[config.mk]
export PLATFORM = sky130hd
export DESIGN_NAME = rf_wb_arbiter
export DESIGN_NICKNAME = d
export VERILOG_FILES = /design/src/rtl/rf_wb_arbiter.sv
export SDC_FILE = /design/constraint.sdc
export NUM_CORES = 1
export LEC_CHECK = 0
export BUFFER_PORTS_ARGS = -buffer_cell sky130_fd_sc_hd__buf_2
export CAP_MARGIN = 20
export CORE_MARGIN = 1.5
export CORE_UTILIZATION = 50
export CTS_CLUSTER_SIZE = 14
export DETAILED_ROUTE_END_ITERATION = 8
export GPL_TIMING_DRIVEN = 0
export PLACE_DENSITY_LB_ADDON = 0.15
export SKIP_CTS_REPAIR_TIMING = 1
export SLEW_MARGIN = 20
export SYNTH_ARGS = -nofsm -noshare
export SYNTH_HDL_FRONTEND = slang
export SYNTH_SLANG_ARGS = --single-unit
[constraint.sdc]
create_clock -name clk -period 1.8 [get_ports clk]
set_clock_uncertainty 0.2 [all_clocks]
set_input_delay 0.09 -clock clk [delete_from_list [all_inputs] [get_ports clk]]
set_output_delay 0.09 -clock clk [all_outputs]
set_load 0.01 [all_outputs]
[src/rtl/rf_wb_arbiter.sv]
// Register-file write-port arbiter: merges pipeline write-back with a one-entry
// long-latency-unit buffer. Optional perf counters via RF_WB_ARBITER_PERF_EN.
module rf_wb_arbiter #(
    parameter int unsigned STARVE_MAX = 4
) (
    input  logic        clk,
    input  logic        reset,
    input  logic        wb_valid,
    input  logic [37:0] wb_bus,
    output logic        wb_ready,
    input  logic        lu_valid,
    input  logic [37:0] lu_bus,
    output logic        lu_ready,
    output logic [37:0] rf_bus,
    output logic [1:0]  state_o
`ifdef RF_WB_ARBITER_PERF_EN
    ,
    output logic [31:0] perf_wb_stall,
    output logic [31:0] perf_lu_drop
`endif
);

    localparam logic [1:0] EMPTY = 2'd0;
    localparam logic [1:0] HELD  = 2'd1;
    localparam logic [1:0] FORCE = 2'd2;

    // Handshake: a request transfers in any cycle where valid && ready are both
    // high at posedge clk; ready never depends on the same-cycle valid input.

    logic [1:0]  state_q, state_d;
    logic [37:0] hold_q, hold_d;
    logic [2:0]  cnt_q, cnt_d;
    logic [37:0] rf_q, rf_d;
    logic        wb_grant;
    logic        waw;

    // Writes to r0 are squashed by clearing we; address and data still propagate.
    function automatic logic [37:0] gate_r0(input logic [37:0] b);
        return {b[37] && (b[36:32] != 5'd0), b[36:0]};
    endfunction

    assign wb_ready = (state_q != FORCE);
    assign lu_ready = (state_q == EMPTY);
    assign wb_grant = wb_valid && wb_ready;
    assign waw      = (state_q == HELD) && wb_grant && wb_bus[37] &&
                      (wb_bus[36:32] == hold_q[36:32]) && (hold_q[36:32] != 5'd0);
    assign rf_bus   = rf_q;
    assign state_o  = state_q;

    always_comb begin
        state_d = state_q;
        hold_d  = hold_q;
        cnt_d   = cnt_q;
        rf_d    = {1'b0, rf_q[36:0]};
        case (state_q)
            EMPTY: begin
                if (wb_grant) rf_d = gate_r0(wb_bus);
                if (lu_valid) begin
                    hold_d  = lu_bus;
                    state_d = HELD;
                    cnt_d   = 3'd0;
                end
            end
            HELD: begin
                if (!wb_valid) begin
                    rf_d    = gate_r0(hold_q);
                    state_d = EMPTY;
                    cnt_d   = 3'd0;
                end else begin
                    rf_d = gate_r0(wb_bus);
                    if (waw) begin
                        state_d = EMPTY;
                        cnt_d   = 3'd0;
                    end else begin
                        cnt_d = cnt_q + 3'd1;
                        if (cnt_q == 3'(STARVE_MAX - 1)) state_d = FORCE;
                    end
                end
            end
            FORCE: begin
                rf_d    = gate_r0(hold_q);
                state_d = EMPTY;
                cnt_d   = 3'd0;
            end
            default: begin
                state_d = EMPTY;
                cnt_d   = 3'd0;
            end
        endcase
    end

    always_ff @(posedge clk) begin
        if (!reset) begin
            state_q <= EMPTY;
            hold_q  <= 38'd0;
            cnt_q   <= 3'd0;
            rf_q    <= 38'd0;
        end else begin
            state_q <= state_d;
            hold_q  <= hold_d;
            cnt_q   <= cnt_d;
            rf_q    <= rf_d;
        end
    end

`ifdef RF_WB_ARBITER_PERF_EN
    logic [31:0] stall_q, drop_q;

    always_ff @(posedge clk) begin
        if (!reset) begin
            stall_q <= 32'd0;
            drop_q  <= 32'd0;
        end else begin
            if (wb_valid && !wb_ready && (stall_q != 32'hFFFF_FFFF)) stall_q <= stall_q + 32'd1;
            if (waw && (drop_q != 32'hFFFF_FFFF)) drop_q <= drop_q + 32'd1;
        end
    end

    assign perf_wb_stall = stall_q;
    assign perf_lu_drop  = drop_q;
`endif

endmodule

==> metrics <==
DR vias/cell 5.19; post-route cell area 0.00506 mm^2; Final Wtd Congestion 0.854; die footprint 0.00761 mm^2; global-route track usage on met3 4.17%; Rows 30; fin crit share 93.4%; most frequent cells in the layout buf_2, nand2_1, dfxtp_1; Clock Latency Late Sink 0.35 ns; DP Worst Slack 0.0800 ns; worst hold path type input pin to register; RSZ-0062 raised after global routing false; ANT cells 0; fraction of synthesized area in multiplexers 2.64%; Setup violations, final 0; Power Density 796 mW/mm^2; chip width 87.3 um; Synth Area per Inst 8.72 um^2; area of the core 0.00683 mm^2; largest net degree at the start of global routing 14; clk buf depth 2; Pre-antenna DRT Iters 4; simple-gate portion of the synthesized area 16.5%; Setup crit start state_o[0]; post-synthesis compound-gate area fraction 27.0%; GRT Util Overall 24.5%; GRT Residual Overflow 0; met1 GRT Util 33.9%; MaxCap Viol Count 0; number of global-route vias before repair 3,046; Mapped Cells 407; startpoint types register; Final Core Density 74.0%; worst-path maximum fanout 10; max-slew violation count 0; PortBufs 119; xor-xnor portion of the synthesized cell area 1.23%; Critical Path AT 1.75 ns; CTS Buf Count 9; share of cells above drive strength 1 29.0%; Top Usage Layer GRT met2; Post-Syn Area 0.00355 mm^2; worst endpoint required time 1.87 ns; outcome finished with violations; initial antenna violation count 0; static leakage 0.00231 uW; most common cell after layout, fill and taps aside buf_2; largest family of logic cells by synthesized area compound AO/OA/AOI/OAI gates; VDD IR max 0.000482 V; fmax 595 MHz; hold wc startpoint wb_bus[34]; final worst setup slack 0.119 ns; Relative slew margins 65.0%; violated checks hold timing; Reg clk slew, reported paths 0.08 ns; Post-Synthesis Net Count 489; Initial Util 52.0%; Clock Tree Root clkbuf_8; critical path endpoint category register; #FFs+latches synth 81; drt total wl 9960 um; Final Hold Fails 10; WL per Instance 14.3 um; clk sinks 81; Crit Path Class register to register; H-tree levels 3; worst slew pin tran 0.526 ns; Post-DP Area 0.00427 mm^2; # IOs 122; # DRC 0; reg-to-reg critical path startpoint state_o[0]; CTS tree yes; Adder-Cell Fraction of Synth Area 0.705%; hold slack -0.0301 ns; drt initial violations 181; Yosys cell types 36; first-pass GRT wire length 14,300 um; area grow syn2layout 42.4%; DR vias 3,612; sequential area share after synthesis 45.7%; grt met2 use 37.9%; Final ANT Viol Nets 0; Tmin final 1.68 ns; DP HPWL 6600 um; Final TNS setup 0 ns; chip height 87.3 um; number of nets in the layout 679; Synth Warn # 0
-- report_power, final --
group          internal (uW)  switching [uW]
logic                    387             366
clock network            625             648
registers               1920            77.1
-- worst paths after layout --
| kind | end | slack [ns] | cells past startpoint |
|---|---|---|---|
| setup / recovery | hold_q[19] | 0.12 | 7 |
| hold / removal | rf_bus[34] | -0.03 | 5 |
| setup reg to reg | hold_q[19] | 0.12 | 7 |
| hold reg to reg | cnt_q[2] | 0.27 | 2 |
-- cell families (layout without fill, tap and decap cells) --
group,after synthesis,in the layout
and+or+nand+nor,140,140
DFF,81,81
buffers and inverters,40,233
xor gates and xnor gates,5,5
adders and majority gates,2,2
muxes,9,9
AOI/OAI and AO/OA,130,130
-- layer usage --
| layer | up-vias | wire length [um] |
|---|---|---|
| li1 | 1800 | - |
| met2 | 113 | 4800 |
| met1 | 1684 | 4480 |
| met3 | 15 | 506 |
| met5 | - | 0 |
| met4 | 0 | 173 |
-- critical path, stage by stage (launching register included) --
cell      delay, ns
dfxtp_1        0.33
buf_4          0.20
nor2_4         0.07
nand2_1        0.08
buf_2          0.22
clkbuf_4       0.25
nand2_1        0.06
a21boi_0       0.19
-- cell type report --
cell class                 instances  area [um^2]
multi-input combinational        286         1710
sequential                        81         1620
buffer                            35          213
clock inverter                     5         58.8
tap                               96          120
fill                             541         1780
inverter                           5         18.8
timing repair buffer             179         1190
clock buffer                       9          124
-- cell usage after synthesis (all sizes together) --
cell	number	area share [%]
a21boi	39	8.6
and2	1	0.18
and3	1	0.18
buf	22	4.3
clkbuf	13	1.4
dfxtp	81	46
ha	2	0.70
inv	5	0.53
mux2	3	0.95
mux2i	6	1.7
nand2	86	9.1
nand2b	3	0.95
nand4	1	0.18
nor2	42	4.7
nor2b	3	0.53
nor4b	1	0.25
o211a	15	4.2
o211ai	1	0.35
o21a	1	0.21
o21ai	39	6.0
o221ai	19	4.7
o22ai	15	2.6
o32ai	1	0.25
or4	2	0.53
xnor2	5	1.2
-- state kept, by name (all words and copies together) (netlist names) --
signal	flops
cnt_q	3
state_o	2
rf_bus	38
hold_q	38
-- metrics by stage --
step           cells  total power [uW]
5_1_grt          696              4210
4_1_cts          636              3930
3_5_place_dp     622              2680
6_report         696              4020
3_3_place_gp     622              2660
2_1_floorplan    407              2410
(Power assumes the default switching activity.)
